**src/rtl/irq_controller.sv**
```systemverilog
// irq_controller: collects N_SRC rising-edge interrupt sources into pending
// bits, masks them with per-source enables, arbitrates one winner and runs an
// ack/done handshake with the core so that at most one interrupt is in service.
// Configuration macro: IRQ_RR_EN selects round-robin arbitration; when it is
// undefined, fixed priority (lowest index wins) is used and no pointer exists.
module irq_controller #(
  parameter int N_SRC = 4,
  parameter int ID_W  = $clog2(N_SRC)
) (
  input  logic             clk,
  input  logic             rstn,
  input  logic [N_SRC-1:0] irq_src,
  input  logic [N_SRC-1:0] irq_en,
  input  logic             irq_ack,
  input  logic             irq_done,
  output logic             interrupt,
  output logic [ID_W-1:0]  irq_id,
  output logic             irq_active,
  output logic [N_SRC-1:0] pending
);

  typedef enum logic [1:0] {
    IDLE    = 2'd0,
    REQ     = 2'd1,
    SERVICE = 2'd2
  } state_e;

  state_e           state_q, state_d;
  logic [N_SRC-1:0] src_q;
  logic [N_SRC-1:0] pending_q, pending_d;
  logic [ID_W-1:0]  irq_id_q, irq_id_d;
  logic             interrupt_q, irq_active_q;

  logic [N_SRC-1:0] rise_s;
  logic [N_SRC-1:0] req_vec_s;
  logic [N_SRC-1:0] clr_mask_s;
  logic             win_vld_s;
  logic [ID_W-1:0]  win_id_s;
  logic             ack_take_s;

  // A source line high now but low last cycle is a new request; src_q resets
  // to 0 so a line already high at reset release counts as an edge.
  assign rise_s    = irq_src & ~src_q;
  // Enables only gate arbitration; pending bits themselves are never masked.
  assign req_vec_s = pending_q & irq_en;
  assign win_vld_s = |req_vec_s;

`ifdef IRQ_RR_EN
  logic [ID_W-1:0] rr_ptr_q, rr_ptr_d;
  logic            hi_vld_s;
  logic [ID_W-1:0] hi_id_s;
  logic [ID_W-1:0] lo_id_s;

  // Round-robin winner: lowest requester above rr_ptr, else wrap to the lowest.
  always_comb begin
    hi_vld_s = 1'b0;
    hi_id_s  = {ID_W{1'b0}};
    lo_id_s  = {ID_W{1'b0}};
    for (int i = N_SRC - 1; i >= 0; i--) begin
      lo_id_s  = req_vec_s[i] ? ID_W'(i) : lo_id_s;
      hi_id_s  = (req_vec_s[i] && (ID_W'(i) > rr_ptr_q)) ? ID_W'(i) : hi_id_s;
      hi_vld_s = hi_vld_s | (req_vec_s[i] && (ID_W'(i) > rr_ptr_q));
    end
    win_id_s = hi_vld_s ? hi_id_s : lo_id_s;
  end

  // Only an accepted ack advances the pointer; withdrawn requests leave it.
  assign rr_ptr_d = ack_take_s ? irq_id_q : rr_ptr_q;

  // Round-robin pointer register; starts at the top so source 0 goes first.
  always_ff @(posedge clk or negedge rstn) begin
    if (!rstn) begin
      rr_ptr_q <= ID_W'(N_SRC - 1);
    end else begin
      rr_ptr_q <= rr_ptr_d;
    end
  end
`else
  // Fixed priority winner: scanning downward leaves the lowest requester.
  always_comb begin
    win_id_s = {ID_W{1'b0}};
    for (int i = N_SRC - 1; i >= 0; i--) begin
      win_id_s = req_vec_s[i] ? ID_W'(i) : win_id_s;
    end
  end
`endif

  // Handshake FSM next state; irq_id is captured only when leaving IDLE.
  always_comb begin
    state_d    = state_q;
    irq_id_d   = irq_id_q;
    ack_take_s = 1'b0;
    case (state_q)
      IDLE: begin
        if (win_vld_s) begin
          state_d  = REQ;
          irq_id_d = win_id_s;
        end else begin
          state_d  = IDLE;
        end
      end
      REQ: begin
        // Ack has precedence over both a simultaneous done and a mask drop.
        if (irq_ack) begin
          ack_take_s = 1'b1;
          state_d    = SERVICE;
        end else if (!irq_en[irq_id_q]) begin
          state_d    = IDLE;
        end else begin
          state_d    = REQ;
        end
      end
      SERVICE: begin
        if (irq_done) begin
          state_d = IDLE;
        end else begin
          state_d = SERVICE;
        end
      end
      default: begin
        state_d = IDLE;
      end
    endcase
  end

  // Ack clears the served bit, but a fresh edge on the same cycle re-sets it.
  assign clr_mask_s = ack_take_s ? ({{(N_SRC - 1){1'b0}}, 1'b1} << irq_id_q)
                                 : {N_SRC{1'b0}};
  assign pending_d  = (pending_q & ~clr_mask_s) | rise_s;

  // Source history and pending bit registers.
  always_ff @(posedge clk or negedge rstn) begin
    if (!rstn) begin
      src_q     <= {N_SRC{1'b0}};
      pending_q <= {N_SRC{1'b0}};
    end else begin
      src_q     <= irq_src;
      pending_q <= pending_d;
    end
  end

  // FSM state, held irq_id and registered state-decoded outputs.
  always_ff @(posedge clk or negedge rstn) begin
    if (!rstn) begin
      state_q      <= IDLE;
      irq_id_q     <= {ID_W{1'b0}};
      interrupt_q  <= 1'b0;
      irq_active_q <= 1'b0;
    end else begin
      state_q      <= state_d;
      irq_id_q     <= irq_id_d;
      interrupt_q  <= (state_d == REQ);
      irq_active_q <= (state_d == SERVICE);
    end
  end

  assign interrupt  = interrupt_q;
  assign irq_id     = irq_id_q;
  assign irq_active = irq_active_q;
  assign pending    = pending_q;

endmodule

```
**config.mk**
```make
export PLATFORM = sky130hd
export DESIGN_NAME = irq_controller
export DESIGN_NICKNAME = d
export VERILOG_FILES = /design/src/rtl/irq_controller.sv
export SDC_FILE = /design/constraint.sdc
export NUM_CORES = 1
export LEC_CHECK = 0
export ABC_AREA = 1
export CAP_MARGIN = 20
export CORE_ASPECT_RATIO = 0.9
export CORE_MARGIN = 5
export CORE_UTILIZATION = 35
export CTS_CLUSTER_DIAMETER = 50
export DETAILED_ROUTE_END_ITERATION = 10
export SLEW_MARGIN = 20
export SYNTH_ARGS = -nofsm -noshare
export SYNTH_HDL_FRONTEND = slang
export SYNTH_SLANG_ARGS = --single-unit
```
**constraint.sdc**
```tcl
create_clock -name clk -period 2.67 [get_ports clk]
set_input_delay 0.267 -clock clk [delete_from_list [all_inputs] [get_ports clk]]
set_output_delay 0.267 -clock clk [all_outputs]
set_load 0.005 [all_outputs]
```
==> impl_metrics.ini <==
[status]
status = complete, no violations

[sta]
rsz0062_at_grt = no
tightest_slew_ns = 0.632
hold_viol_final = 0
finalMaxSlewViolations = 0
maxSlewHeadroom_pct = 57.7
period_minus_slack_ns = 1.58
fmax_ghz = 0.632
fin_setup_tns_ns = 0
worst_hold_slack_ns = 0.378
skew_ns = 0.0113
setup_viol = 0
period_share_pct = 59.3

[clock_network]
clk_path_buf_depth = 2
cts_tree = built
numCtsBuffers = 3
cts_resized = 0
post-cts-setup-buffers = 0
cts-htree-levels = 1
cts_hold_buffers = 0
insertion_delay_ns = 0.27
cts_sinks = 14
cts.clk_slew.worst_paths_ns = 0.08
root_buffer = clkbuf_4

[setup_path]
worst-path-buf-inv = 1
cp.arrival_ns = 1.32
worst_path_max_delay_cell = clkdlybuf4s50_1
cp_max_fo = 7
cp_top_family = buffers and inverters
crit_chain = clkdlybuf4s50_1
critPathKind = reg -> out
critPathLaunchType = flip-flop
slowest_delay_ns = 0.55
required_ns = 2.40
worst_setup_path_end_kind = primary output

[power]
sw_frac_of_total_pct = 35.3
powerDensity_nw_per_um2 = 947
power_frac_seq_pct = 44.0
pwr-share-clk_pct = 14.4
combPwrFrac_pct = 41.6
p_switching_uw = 277
peakVddDrop_v = 0.000426
cellLeakagePower_uw = 0.000405
internal-power_uw = 506

[layout]
post-route-cell-area_um2 = 827
layout_commonest_cell = nand2_1
layout.nets = 105
syn2layout_area_growth_pct = 41.5
final_cell_mix = nand2_1, clkdlybuf4s50_1, dfrtp_1, inv_1, o21ai_0
multiInputGateArea_um2 = 200
ff_latch_area_um2 = 350
num_antenna_cells = 0
final_layout_size_suffix_gt1_share_pct = 5.49
fillers = 153

[drt]
routed-via-count = 503
post_drt_wl_per_cell_um = 10.0
detail_route.iter0.violations = 5
drc = 0
drtAntennaViolNets = 0
firstDrtPassIters = 4
viasPerCell = 4.37
wl_um = 1150

[die]
fp.dieH_um = 48.8
coreArea_um2 = 1630
fp-row-count = 14
initial_core_util_pct = 35.9
die-width_um = 53.1
io_pins = 20
dieArea_um2 = 2590

[synthesis]
netlist_instances = 69
syn_area_um2 = 584
yosys_warnings = 0
syn_nets = 81
synth_area_per_cell_um2 = 8.47
yosysUniqueCellTypes = 9
ys_seq_area_share_pct = 60.0
ys_ff_latch = 14

[placed_design]
place.gp.congestion = 0.811
post-dp-hpwl_um = 922
portBuffers = 19
dpl_cell_area_um2 = 805

[grt]
globalRouteTotalUtil_pct = 10.7
antenna_found_initial = 0
globalRouteOverflowTotal = 0
grt_pass1_vias = 491
grt_pass1_wl_um = 2060
grt_max_degree = 15

[job]
drv_cap = 0

[min_path]
worstHoldPathType = in -> async
==> cell families (layout without fill, tap and decap cells) <==
group | after synthesis | count (layout) | synth area share (%)
buf+inv | 9 | 31 | 5.78
simple gates | 36 | 36 | 24.8
compound gates | 10 | 10 | 9.42
flops | 14 | 14 | 60.0
==> per-stage QoR <==
step | worst slack [ns] | std cells | util [%] | total power [uW]
4_1_cts | 1.08 | 115 | 50.8 | 794
3_5_place_dp | 1.36 | 112 | 49.4 | 676
6_report | 1.09 | 115 | 50.8 | 783
2_1_floorplan | 1.77 | 69 | - | 508
3_3_place_gp | 1.36 | 112 | 49.4 | 676
5_1_grt | 1.05 | 115 | 50.8 | 859
==> power by group through the flow <==
stage / clock network, uW / registers, uW / logic, uW
5_1_grt: 128 / 355 / 376
3_3_place_gp: 0 / 348 / 328
6_report: 113 / 344 / 326
3_5_place_dp: 0 / 349 / 328
2_1_floorplan: 0 / 343 / 164
4_1_cts: 119 / 345 / 330
==> layout make-up <==
class,count,area share [%]
sequential,14,42.4
multi-input combinational,46,24.2
timing repair buffer,19,23.0
inverter,9,4.08
tap,24,3.63
clock buffer,3,2.72
==> metal layers <==
metal	GRT usage (%)	vias up	wire (um)
met5	0	-	0
met4	1.28	0	0
li1	-	263	-
met1	13.5	228	538
met3	5.52	0	74
met2	16.5	12	538
==> cells in the mapped netlist <==
cell type,instances,share of area [%]
nand3_1,3,2.6
nor2_1,2,1.3
nand3_2,1,1.7
inv_1,8,5.1
o31ai_1,2,2.6
o21ai_0,8,6.9
dfrtp_1,14,60
inv_2,1,0.64
nand2_1,30,19
==> final timing paths <==
check | startpoint | endpoint | slack [ns] | cells after the start
worst max-delay path | irq_id[0] | irq_id[0] | 1.09 | 1
worst min-delay path | rstn | irq_id[1] | 0.38 | 1
worst max register to register | state_q[1] | pending[2] | 1.63 | 4
worst min register to register | src_q[3] | pending[3] | 0.42 | 1
max in group asynchronous | rstn | src_q[1] | 1.87 | 1
min in group clk | src_q[3] | pending[3] | 0.42 | 1
==> state kept, by name, indices dropped and copies added (netlist names) <==
name and count:
pending 4, src_q 4, irq_id 2, state_q 2
interrupt 1, irq_active 1
(Power assumes the default switching activity.)
